<file path="src/rtl/speaker_playback.sv">
// Audio playback: walks the capture region, fetching one word per sample tick
// and shifting its low 12 bits to a 12-bit SPI DAC (16-bit frame, normal mode).
module speaker_playback #(
    parameter logic [23:0] AUDIO_START_ADDR = 24'h010000,
    parameter logic [23:0] AUDIO_END_ADDR   = 24'h160000,
    parameter int          SAMPLE_PERIOD    = 4096
) (
    input  logic        sys_clk,
    input  logic        rst,
    input  logic        start_play,
    output logic        play_to_mem_req,
    output logic [23:0] play_to_mem_addr,
    input  logic        mem_to_play_ack,
    input  logic [15:0] mem_to_play_data,
    output logic        dac_sync_n,
    output logic        dac_sclk,
    output logic        dac_din,
    output logic        playing,
    output logic        done_playing,
    output logic        underrun
);
    localparam int             PCW     = $clog2(SAMPLE_PERIOD);
    localparam logic [PCW-1:0] PC_LAST = PCW'(SAMPLE_PERIOD - 1);

    typedef enum logic [2:0] {IDLE, READ, SHIFT, QUIET, WAIT} state_t;

    state_t         state, state_n;
    logic [PCW-1:0] pc, pc_n;
    logic [23:0]    addr_r, addr_n;
    logic [15:0]    frame, frame_n;
    logic [2:0]     ph, ph_n;
    logic [3:0]     bit_idx, bit_n;
    logic           hold, hold_n;
    logic           sync_n_n, sclk_n, din_n, done_n, under_n;
    logic           tick, go;

    assign tick             = (pc == '0);
    // After the last address, start_play must drop before a new run can begin.
    assign go               = start_play && !hold;
    assign play_to_mem_req  = (state == READ);
    assign play_to_mem_addr = play_to_mem_req ? addr_r : 24'h0;
    assign playing          = (state != IDLE);

    always_comb begin
        state_n  = state;
        addr_n   = addr_r;
        frame_n  = frame;
        ph_n     = ph;
        bit_n    = bit_idx;
        hold_n   = hold && start_play;
        sync_n_n = 1'b1;
        sclk_n   = 1'b1;
        din_n    = 1'b0;
        done_n   = 1'b0;
        under_n  = tick && (state == READ || state == SHIFT || state == QUIET);

        if (state == IDLE)
            pc_n = go ? PCW'(1) : '0;
        else
            pc_n = (pc == PC_LAST) ? '0 : pc + 1'b1;

        case (state)
            IDLE: begin
                addr_n = AUDIO_START_ADDR;
                ph_n   = '0;
                bit_n  = '0;
                if (go)
                    state_n = READ;
            end
            READ: begin
                if (mem_to_play_ack) begin
                    // Top nibble zero: PD1/PD0 = 00 selects normal DAC mode.
                    frame_n  = mem_to_play_data & 16'h0FFF;
                    ph_n     = '0;
                    bit_n    = '0;
                    sync_n_n = 1'b0;
                    din_n    = frame_n[15];
                    state_n  = SHIFT;
                end
            end
            SHIFT: begin
                sync_n_n = 1'b0;
                din_n    = dac_din;
                if (ph == 3'd5) begin
                    ph_n = '0;
                    if (bit_idx == 4'd15) begin
                        sync_n_n = 1'b1;
                        din_n    = 1'b0;
                        state_n  = QUIET;
                    end else begin
                        bit_n = bit_idx + 4'd1;
                        din_n = frame[4'd15 - bit_n];
                    end
                end else begin
                    ph_n   = ph + 3'd1;
                    sclk_n = (ph_n < 3'd3);
                end
            end
            QUIET: begin
                if (ph == 3'd3) begin
                    ph_n = '0;
                    if (addr_r == AUDIO_END_ADDR) begin
                        done_n  = 1'b1;
                        hold_n  = 1'b1;
                        state_n = IDLE;
                    end else begin
                        addr_n  = addr_r + 24'd1;
                        state_n = WAIT;
                    end
                end else begin
                    ph_n = ph + 3'd1;
                end
            end
            WAIT: begin
                if (tick)
                    state_n = start_play ? READ : IDLE;
            end
            default: state_n = IDLE;
        endcase
    end

    always_ff @(posedge sys_clk or posedge rst) begin
        if (rst) begin
            state        <= IDLE;
            pc           <= '0;
            addr_r       <= AUDIO_START_ADDR;
            frame        <= '0;
            ph           <= '0;
            bit_idx      <= '0;
            hold         <= 1'b0;
            dac_sync_n   <= 1'b1;
            dac_sclk     <= 1'b1;
            dac_din      <= 1'b0;
            done_playing <= 1'b0;
            underrun     <= 1'b0;
        end else begin
            state        <= state_n;
            pc           <= pc_n;
            addr_r       <= addr_n;
            frame        <= frame_n;
            ph           <= ph_n;
            bit_idx      <= bit_n;
            hold         <= hold_n;
            dac_sync_n   <= sync_n_n;
            dac_sclk     <= sclk_n;
            dac_din      <= din_n;
            done_playing <= done_n;
            underrun     <= under_n;
        end
    end

endmodule

</file>
<file path="config.mk">
export PLATFORM = sky130hd
export DESIGN_NAME = speaker_playback
export DESIGN_NICKNAME = d
export VERILOG_FILES = /design/src/rtl/speaker_playback.sv
export SDC_FILE = /design/constraint.sdc
export NUM_CORES = 1
export LEC_CHECK = 0
export ABC_AREA = 1
export BUFFER_PORTS_ARGS = -buffer_cell sky130_fd_sc_hd__buf_2
export CORE_MARGIN = 1
export CORE_UTILIZATION = 53
export DETAILED_ROUTE_END_ITERATION = 10
export PLACE_DENSITY = 0.77
export SKIP_LAST_GASP = 1
export SLEW_MARGIN = 20
export SYNTH_ARGS = -nofsm -noshare
export SYNTH_HDL_FRONTEND = slang
export SYNTH_SLANG_ARGS = --single-unit
</file>
<file path="constraint.sdc">
create_clock -name sys_clk -period 1.9 [get_ports sys_clk]
set_input_delay 0.19 -clock sys_clk [delete_from_list [all_inputs] [get_ports sys_clk]]
set_output_delay 0.19 -clock sys_clk [all_outputs]
set_load 0.05 [all_outputs]
</file>
# After elaboration in Yosys (flattened, before gate mapping)
# Index checks and enable logic that the tools add are counted.
dict set report word_totals {
  n_memories 0
  rom_bits 0
  latch_bits 0
  input_bits 20
  ff_bits 64
  output_inout_bits 31
  mem_bits_rw 0
  word_cells 94
}
dict set report op_classes {
  bitwise_logic 0
  div 0
  order_cmp 2
  reduce_logical 17
  n_eq_ne 17
  shifts 0
  n_addsub 5
  multipliers 0
  n_mux 41
}
# op n
set op_table {}
lappend op_table {{2-to-1 mux 24 bit} 3}
lappend op_table {{one-hot mux 24 bit (2 select lines)} 1}
lappend op_table {{2-to-1 mux 3 bit} 10}
lappend op_table {{adder 24 x 1 -> 24 bit (second input constant)} 1}
lappend op_table {{equality test 24 x 21 -> 1 bit (second input constant)} 1}
lappend op_table {{2-to-1 mux 12 bit} 2}
lappend op_table {{2-to-1 mux 1 bit} 17}
lappend op_table {{one-hot mux 3 bit (5 select lines)} 1}
lappend op_table {{adder 12 x 1 -> 12 bit (second input constant)} 1}
lappend op_table {{equality test 12 bit (second input constant)} 1}
lappend op_table {{zero test 12 bit} 1}
lappend op_table {{2-to-1 mux 4 bit} 3}
lappend op_table {{one-hot mux 3 bit (4 select lines)} 1}
lappend op_table {{one-hot mux 4 bit (3 select lines)} 1}
lappend op_table {{equality test 3 x 2 -> 1 bit (second input constant)} 3}
lappend op_table {{inequality test 2 x 1 -> 1 bit (second input constant)} 4}
lappend op_table {{inequality test 2 bit (second input constant)} 4}
lappend op_table {{equality test 3 bit (second input constant)} 2}
lappend op_table {{AND reduction 6 bit} 1}
lappend op_table {{nonzero test 3 bit} 2}
lappend op_table {{< comparator 4 x 5 -> 1 bit (second input constant)} 1}
lappend op_table {{adder 4 x 1 -> 4 bit (second input constant)} 1}
lappend op_table {{binary-select mux 1 bit (select 4 bit)} 1}
lappend op_table {{equality test 4 bit (second input constant)} 1}
lappend op_table {{other kinds (14)} 18}

# Logic depth before layout (Yosys ltp)
# Gate-level depths: netlist (run 1).
dict set report logic_depth {
  depth_word 7
  depth_mapped 10
}

# Worst setup path before layout (run 1)
# Ideal clock, no wire load.
dict set report synth_path {
  path_type {register to output}
  start {reg state[2]}
  end {out play_to_mem_addr[10]}
  t_required_ns 1.710
  arrival_ns 1.501
  stages_incl_launch_ff 5
  setup_slack_ns 0.209
  n_path_buf 1
  path_cell_list {dfrtp_1 > inv_2 > nand3_2 > clkbuf_1 > nor2_1}
}
dict set report synth_via {
  elab_chain_len 2
}
# item line_no
set synth_rtl {}
lappend synth_rtl {{start, declared} 27} ;# state_t state, state_n;
lappend synth_rtl {{start signal, assigned} 137} ;# state <= state_n;
lappend synth_rtl {{equality test 3 x 1 -> 1 bit} 40} ;# assign play_to_mem_req = (state == READ);
lappend synth_rtl {{2-to-1 mux 24 bit} 41} ;# assign play_to_mem_addr = play_to_mem_req ? addr_r : 24'h0;
lappend synth_rtl {{end, declared} 12} ;# output logic [23:0] play_to_mem_addr,
# No other way between the ends.

# Worst setup path in the final report (run 1)
dict set report layout_path {
  start {reg state[1]}
  end {out play_to_mem_addr[22]}
}
# Same word-level chain as after synthesis.

==> flow_summary.ini, run 1 <==
[outcome]
status = complete, no violations

[global_route]
gr-total-overflow = 0
grt_pass1_wl_um = 16200
grt_use_total = 0.275
grt_pass1_vias = 3646
grt_max_degree = 31
antenna_found_initial = 0

[place]
place.gp.congestion = 0.961
dp.final_hpwl_um = 7080
place_area_mm2 = 0.00431
port_buffers = 46

[cells_and_area]
fin_area_mm2 = 0.00459
nets = 642
nFillCells = 621
post-route-util = 0.661
syn_to_final_growth_pct = 17.6
drive_above_1_share = 0.168
num_antenna_cells = 0

[floorplanning]
ios = 51
initial_core_util = 0.562
rows = 30
die_width_um = 87.8
die_y_um = 87.8
dieArea_mm2 = 0.00771
core_mm2 = 0.00694

[drt]
drtAntennaViolNets = 0
drc = 0
routed_wl_um = 9630
num_vias = 3763
via_per_inst = 5.27
initialDrtViolationCount = 291
wire_per_inst_um = 13.5
first_pass_iters = 5

[critical_path]
crit_top_cell = buf_4
crit_type = reg2out
cp-start-kind = register
path_cells = inv_1, nand3_2, buf_4, nor2_1, buf_4
crit_path_max_fanout = 14
worstPathRequired_ps = 1710
critPathSlowestCell = dfrtp_1
end_kind = output pin
cp.arrival_ps = 1640
cpPeakStageDelay_ps = 430

[clock_network]
cts.reportedPaths.clkPinSlew_ps = 80
clock-sinks = 64
clock_tree.root_cell = clkbuf_8
htreeDepth = 3
cts_buffers = 9
postCtsSetupBuffers = 0
insertion_delay_ps = 340
cts_tree = yes
max-clock-path-buffers = 2

[timing]
finClkSkew_ps = 5.69
max_clock_freq_mhz = 546
finalSetupViolations = 0
final_max_slew_viol_count = 0
final.min_clock_period_ps = 1830
worst_pin_slew_ps = 485
relSlewSlack = 0.676
fin_crit_sh = 0.965
holdWs_ps = 69.3
hold_viol = 0

[yosys]
synth_top_area_share = 0.391
synth_warnings = 0
synth_xor_area_frac = 0.0157
avgSynthCellArea_um2 = 7.09
syn_nets = 580
synth_cell_type_count = 32
synth_compound_area_frac = 0.0833
yosys-top-cells-area = dfrtp_1 (39%), nand2_1 (14%), nor2_1 (9.0%), nand3_1 (7.0%), inv_1 (6.4%)
ys_seq_area_frac = 0.411
synthMuxAreaShare = 0.0199
synth-simple-area-share = 0.352
synth_top_area_cell = dfrtp_1
synth_fa_ha_area_frac = 0.0288
synth-seq-cells = 64
netlist_area_mm2 = 0.00390
synth_cells = 551
synth_top_family_by_area = simple AND/OR/NAND/NOR gates

[pwr]
clkPwrFrac = 0.221
p_sw_frac = 0.438
p_leak_nw = 2.13
p_sw_mw = 2.40
seq_power_share = 0.335
total_power_mw = 5.48
ir_drop_uv = 665
p_comb_frac = 0.443
power.internal_mw = 3.08
power_density_mw_per_mm2 = 1190

[job]
maxCapViolCount = 0

[min_path]
hold_path.class = in2reg
-- stage by stage --
| stage | TNS (ps) | setup slack [ps] | cells |
|---|---|---|---|
| after floorplan | 0 | 117 | 551 |
| after global placement | 0 | 146 | 697 |
| after detailed placement | 0 | 111 | 697 |
| after CTS | 0 | 45.2 | 714 |
| after global routing | -12.9 | -12.9 | 714 |
| final | 0 | 67.0 | 714 |
-- sequential cells by signal, indices dropped and copies added (netlist names) --
register      count
addr_r           24
bit_idx           4
dac_din           1
dac_sclk          1
dac_sync_n        1
done_playing      1
frame            12
hold              1
pc               12
ph                3
state             3
underrun          1
-- kinds of logic after synthesis --
kind of cell    count (synthesis)
simple gates                  321
buf+inv                        82
flops                          64
compound gates                 61
fa+ha+maj                       9
xor+xnor                        7
mux                             7
-- per-layer routing --
layer / GRT usage / routed length (um) / part of all wire / vias up
met5: 0 / 0 / 0 / -
met4: 0.116 / 189 / 0.020 / 0
met3: 0.0434 / 484 / 0.050 / 16
met2: 0.447 / 4600 / 0.48 / 115
met1: 0.366 / 4350 / 0.45 / 1743
li1: - / - / - / 1889
-- synthesized netlist by cell type (all sizes together) --
master  instances
mux2            6
buf             8
clkbuf          3
inv            71
nor2           97
ha              9
o21ai          37
o22ai           5
nand3          56
a21oi          14
dfstp           3
o221ai          1
mux2i           1
nand4           8
xor2            6
o211ai          4
nor3b           1
xnor2           1
nand2         148
dfrtp          61
or2             1
nor3           10
-- power by group through the flow --
stage	logic [mW]	registers, mW	clock network [mW]
detailed placement	2.32	1.86	0
floorplan	1.80	1.87	0
global placement	2.26	1.84	0
global route	2.68	1.87	1.30
CTS	2.34	1.83	1.23
finish	2.43	1.84	1.21
-- layout by cell type (no fill, tap or decap), types with 2 or more instances in the layout --
cell        synthesis  final
a21oi_1            14     14
buf_12              0      2
buf_2               3     29
buf_4               0     20
buf_6               5      3
clkbuf_4            0      7
clkbuf_8            0     10
clkinv_4            0      3
clkinvlp_4          0      2
dfrtp_1            61     61
dfstp_2             3      3
ha_1                9      9
inv_1              67     65
inv_2               4      5
mux2_2              6      6
nand2_1           145    145
nand2_2             2      2
nand3_1            55     55
nand4_1             7      7
nor2_1             94     94
nor2_2              2      2
nor3_1              7      7
nor3_2              3      3
o211ai_1            4      4
o21ai_0            24     24
o21ai_1            13     13
o22ai_1             5      5
xor2_1              6      6
-- cell type report --
cell class | count | area [um2] | area share
Sequential cell | 64 | 1610 | 0.349
Clock buffer | 10 | 138 | 0.0300
Timing Repair Buffer | 62 | 432 | 0.0940
Inverter | 71 | 270 | 0.0588
Multi-Input combinational cell | 405 | 1960 | 0.427
Tap cell | 96 | 120 | 0.0262
Clock inverter | 6 | 68.8 | 0.0150
-- worst paths after layout --
path                                      from                    to  slack (ps)  depth (start not counted)
setup / recovery                      state[1]  play_to_mem_addr[22]          70                          5
hold / removal             mem_to_play_data[2]              frame[2]          70                          2
setup reg to reg                     addr_r[1]            addr_r[11]         110                          9
hold reg to reg                          ph[1]              dac_sclk         480                          1
max in group asynchronous                  rst            addr_r[16]         880                          4
min in group asynchronous                  rst             frame[10]         410                          3
-- critical path, delay by kind of cell, from the launching register on --
kind	cells	cell delay (ps)
and+or+nand+nor	2	300
DFF	1	430
buffers and inverters	3	560
-- repair_timing --
action / in CTS / in global routing
hold buffers: 1 / 0
resized for setup: 0 / 32
hold endpoints to repair: 18 / 0
setup endpoints to repair: 0 / 25
Note: power is estimated with default switching activity, not from simulation.
==> run 2: changes to the inputs <==
ABC_AREA = unset   (was 1)
CORE_UTILIZATION = 51   (was 53)
PLACE_DENSITY = 0.75   (was 0.77)
REMOVE_ABC_BUFFERS = 1   (was unset)
SETUP_SLACK_MARGIN = 0.2   (was unset)
==> run 2 against run 1 <==
Effect of this change: the flow now finishes with violations (design-rule violations); power increased by 2.8%; wire length decreased by 19%; sequential power about the same; clock skew increased by 4.4 ps; cell area increased by 2.5%; first-iteration DRC count decreased by 27%; highest routed layer unchanged; flip-flop and latch count unchanged.
==> flow_summary.ini, run 2 <==
[critical_path]
cp.arrival_ps = 1640
rr_worst_depth = 8
reg2reg_slack_ps = 140
cp-start-kind = register
worstPathRequired_ps = 1710
crit_path_max_fanout = 6
end_kind = output pin
crit_type = reg2out

[clock_network]
htreeDepth = 3
insertion_delay_ps = 350
cts.reportedPaths.clkPinSlew_ps = 60
cts_buffers = 9
cts_tree = yes
clock-sinks = 64
max-clock-path-buffers = 2
clock_tree.root_cell = clkbuf_8

[timing]
max_clock_freq_mhz = 547
hold_viol = 0
setup-tns-final_ps = 0
final.min_clock_period_ps = 1830
rsz0062_at_grt = yes
finalSetupViolations = 0
fin_crit_sh = 0.961
relSlewSlack = 0.687
finClkSkew_ps = 10.1
holdWs_ps = 74.8
fin_ws_ps = 73.2
final_max_slew_viol_count = 0
worst_pin_slew_ps = 468

[cells_and_area]
post-route-util = 0.733
mostFrequentLayoutCell = dfrtp_1
syn_to_final_growth_pct = 37.4
finalNonFillerCells = 497
mostFrequentLayoutCells = dfrtp_1 (58), nor2_1 (36), xor2_1 (28), and2_4 (26), buf_8 (25)
num_antenna_cells = 0
top_regs = addr_r x24, frame x12, pc x12
nFillCells = 431
drive_above_1_share = 0.367
largest_reg_flops = 24
nets = 444
regMostFlops = addr_r

[floorplanning]
die_width_um = 84.0
initial_core_util = 0.534
rows = 29
core_mm2 = 0.00642
die_y_um = 84.0
dieArea_mm2 = 0.00705
ios = 51

[pwr]
seq_power_share = 0.328
power.internal_mw = 3.68
clkPwrFrac = 0.226
ir_drop_uv = 885
p_sw_frac = 0.348
power_density_mw_per_mm2 = 1200
p_leak_nw = 2.21
p_comb_frac = 0.446
p_sw_mw = 1.96

[drt]
drtAntennaViolNets = 0
initialDrtViolationCount = 212
num_vias = 2759
routed_wl_um = 7770
wire_per_inst_um = 15.6
drc = 8
first_pass_iters = 7
via_per_inst = 5.55

[global_route]
grt_use_total = 0.230
grt_max_degree = 65
grt_pass1_wl_um = 12500
gr-total-overflow = 0
antenna_found_initial = 0
grt_pass1_vias = 2660

[min_path]
hold_path.class = in2reg
hold_path_depth = 2

[yosys]
synthMuxAreaShare = 0.0682
synth.most_common_cell = dfrtp_1
async_flop_share = 1.00
synth_fa_ha_area_frac = 0.0328
yosys-top-cells-count = dfrtp_1 (61), nor2_1 (36), xor2_1 (28)
synth_warnings = 0
yosys-top-cells-area = dfrtp_1 (45%), xor2_1 (7.2%), and2_1 (4.7%), mux2_2 (4.3%), nor2_1 (3.9%)
synth_compound_area_frac = 0.0701
synth_xor_area_frac = 0.0766
synth_top_area_share = 0.445
ys.flop_type = dfrtp_1
synth_cell_type_count = 49
synth_top_area_cell = dfrtp_1
synth_cells = 339
ys_seq_area_frac = 0.468
synth-simple-area-share = 0.246
netlist_area_mm2 = 0.00343
synth_top_family_by_area = simple AND/OR/NAND/NOR gates
avgSynthCellArea_um2 = 10.1
synth-seq-cells = 64
synth_edf_count = 0

[place]
place.gp.congestion = 0.813
dp.final_hpwl_um = 4530
port_buffers = 46
dp.cells = 462
pre_cts_slack_ps = 35.5

[outcome]
violations = design-rule violations
status = complete, but fails checks

[job]
maxCapViolCount = 0
==> run 2: cell count changes after synthesis, sizes merged, moves of 9 or more <==
cell,previous run,this run
and3,0,9
nor2,97,37
and2,0,27
o21ai,37,11
nand3,56,19
xor2,6,28
inv,71,13
nand2,148,23
==> run 2: layout make-up <==
cell class                 count  area (um2)  share of cell area
clock buffer                  13         149              0.0316
multi-input combinational    249        1890               0.401
inverter                      13        53.8              0.0114
clock inverter                 3        65.1              0.0138
tap                           77        96.3              0.0205
sequential                    64        1610               0.342
timing repair buffer          78         848               0.180
==> run 2: cells by family after synthesis <==
logic type               count (synthesis)
AO/OA/AOI/OAI                           36
buffers and inverters                   27
XOR/XNOR                                30
AND/OR/NAND/NOR                        155
adder cells (fa/ha/maj)                  9
flip-flops                              64
multiplexers                            18
==> run 2: stage by stage <==
stage | area [um2] | power, mW
after detailed placement | 3810 | 3.61
after global routing | 4710 | 5.94
final | 4710 | 5.64
after CTS | 4450 | 5.24
after floorplan | 3350 | 3.07
after global placement | 3810 | 3.55
==> run 2: power groups by stage <==
stage,sequential (mW),combinational (mW),clock [mW]
3_5_place_dp,1.85,1.77,0
3_3_place_gp,1.83,1.72,0
5_1_grt,1.89,2.69,1.36
2_1_floorplan,1.93,1.14,0
6_report,1.85,2.51,1.27
4_1_cts,1.83,2.11,1.29
==> run 2: worst max-delay path, stage by stage (launching register included) <==
cell	delay (ps)
dfrtp_2	440
nor3b_4	250
buf_6	160
clkbuf_16	150
and2_4	140
buf_8	130
==> run 2: metal layers <==
metal / up-vias / track usage / share of wire
met4: 0 / 0.0987 / 0.023
met1: 1329 / 0.291 / 0.43
li1: 1335 / - / -
met5: - / 0 / 0
met3: 14 / 0.0514 / 0.044
met2: 81 / 0.382 / 0.51
==> run 2: path summary, 6_finish.rpt <==
kind | startpoint | endpoint
max in group asynchronous | rst | addr_r[16]
setup reg to reg | ph[1] | addr_r[12]
min in group asynchronous | rst | frame[2]
hold / removal | mem_to_play_data[7] | frame[7]
setup / recovery | state[0] | play_to_mem_addr[4]
hold reg to reg | hold | hold
==> run 2: repair_timing <==
action                                  in CTS  in global routing
hold buffers                                 1                  0
cloned                                       2                  3
endpoints found under the hold margin       61                  0
gates resized for setup                     99                 45
setup buffers                                8                  5
endpoints found under the setup margin      54                 77
pin swaps                                    5                  2
==> run 3: changes to the inputs <==
==> constraint.sdc (replaced) <==
create_clock -name sys_clk -period 1.9 [get_ports sys_clk]
set_input_delay 0 -clock sys_clk [delete_from_list [all_inputs] [get_ports sys_clk]]
set_output_delay 0 -clock sys_clk [all_outputs]
set_load 0.05 [all_outputs]
==> run 3 against run 2 <==
Effect of this change: the flow still finishes with violations (design-rule violations); worst setup slack got worse by 9.2 ps; first-iteration DRC count shrank 33%; critical path depth rose by 4; global-route usage decreased by 1.2 points; largest power group unchanged; highest routed layer unchanged.
==> flow_summary.ini, run 3 (same netlist as run 2, synthesis figures left out) <==
[global_route]
gr-total-overflow = 0
grt_use_total = 0.219
grt_pass1_vias = 2702
global_route.usage.met2 = 0.372
grt_pass1_wl_um = 12100
grt_util_met1 = 0.268
top_usage_layer = met2
grtUsageMet3 = 0.0574
grt_max_degree = 54
antenna_found_initial = 0

[floorplanning]
ios = 51
initial_core_util = 0.534
dieArea_mm2 = 0.00705
core_mm2 = 0.00642
rows = 29
die_y_um = 84.0
die_width_um = 84.0

[cells_and_area]
drive_above_1_share = 0.338
syn_to_final_growth_pct = 33.1
largest_reg_flops = 24
post-route-util = 0.711
nets = 459
num_antenna_cells = 0
top_regs = addr_r x24, frame x12, pc x12
regMostFlops = addr_r
mostFrequentLayoutCell = dfrtp_1
mostFrequentLayoutCells = dfrtp_1 (59), buf_4 (50), nor2_1 (36), xor2_1 (28), and2_1 (26)
nFillCells = 442

[job]
maxCapViolCount = 0

[critical_path]
cp.arrival_ps = 2060
end_kind = register
crit_path_max_fanout = 6
cp-start-kind = register
timing.rr.start = ph[1]
reg2reg_slack_ps = 60
rr_worst_depth = 9
worstPathRequired_ps = 2130
crit_type = reg2reg
reg2reg_to = addr_r[15]

[clock_network]
cts_tree = yes
clock-sinks = 64
clock_tree.root_cell = clkbuf_8
insertion_delay_ps = 340
cts.reportedPaths.clkPinSlew_ps = 70
max-clock-path-buffers = 2
cts_buffers = 9
htreeDepth = 3

[min_path]
whs_endpoint = dac_sync_n
hold_path_depth = 3
hold_path.class = in2reg
min_from = mem_to_play_ack

[drt]
routed_wl_um = 7670
num_vias = 2831
drc = 8
first_pass_iters = 8
wire_per_inst_um = 15.0
via_per_inst = 5.53
initialDrtViolationCount = 141
drtAntennaViolNets = 0

[timing]
final.min_clock_period_ps = 1840
relSlewSlack = 0.789
fin_crit_sh = 0.966
max_clock_freq_mhz = 545
setup-tns-final_ps = 0
worst_pin_slew_ps = 316
holdWs_ps = 11.3
rsz0062_at_grt = yes
finClkSkew_ps = 9.24
hold_viol = 0
final_max_slew_viol_count = 0
finalSetupViolations = 0

[pwr]
power_density_mw_per_mm2 = 1180
total_power_mw = 5.38
p_leak_nw = 2.12
ir_drop_uv = 671

[place]
dp.final_hpwl_um = 4690
port_buffers = 46
place.gp.congestion = 0.812

[outcome]
violations = design-rule violations
status = complete, but fails checks
-- run 3: worst max path at each step --
stage,startpoint,endpoint,cells past startpoint
2_1_floorplan,state[0],frame[0],3
3_3_place_gp,pc[0],state[2],7
3_5_place_dp,pc[0],state[2],7
4_1_cts,state[0],play_to_mem_addr[1],4
5_1_grt,ph[1],addr_r[15],9
6_report,ph[1],addr_r[15],9
-- run 3: power breakdown --
group,internal (mW),switching [mW],leakage [nW],total [mW]
combinational,1.02,1.20,1.17,2.22
sequential,1.64,0.213,0.844,1.85
clock,0.773,0.537,0.106,1.31
total,3.44,1.95,2.12,5.38
-- run 3: layout make-up --
type,instances,area [um2],area share
multi-input combinational,248,1870,0.409
clock inverter,5,80.1,0.0175
clock buffer,11,141,0.0310
tap,77,96.3,0.0211
inverter,13,51.3,0.0112
timing repair buffer,94,718,0.157
sequential,64,1610,0.352
-- run 3: layer usage --
metal  wire [um]  vias up
met5           0        -
met4         214        0
met3         324       20
met2        3820       77
met1        3310     1375
li1            -     1359
-- run 3: critical path, cell delays in order (launching register included) --
cell,delay [ps]
dfrtp_1,380
ha_2,210
ha_4,130
nand4b_1,130
buf_4,170
a21oi_4,180
buf_6,150
nand4_1,120
xor2_1,180
nor2_1,50
-- run 3: per-stage QoR --
stage,setup WS [ps],cells,instance area [um2]
2_1_floorplan,-806,325,3350
3_3_place_gp,83.5,464,3810
3_5_place_dp,14.7,464,3810
4_1_cts,128,499,4320
5_1_grt,-14.2,512,4560
6_report,64.1,512,4560
-- run 3: what timing repair did --
item	4_1_cts	5_1_grt
endpoints found under the setup margin	55	54
cloned	0	3
buffers inserted	5	10
gates resized for setup	35	34
pin swaps	5	15
hold buffers	14	0
endpoints found under the hold margin	75	0
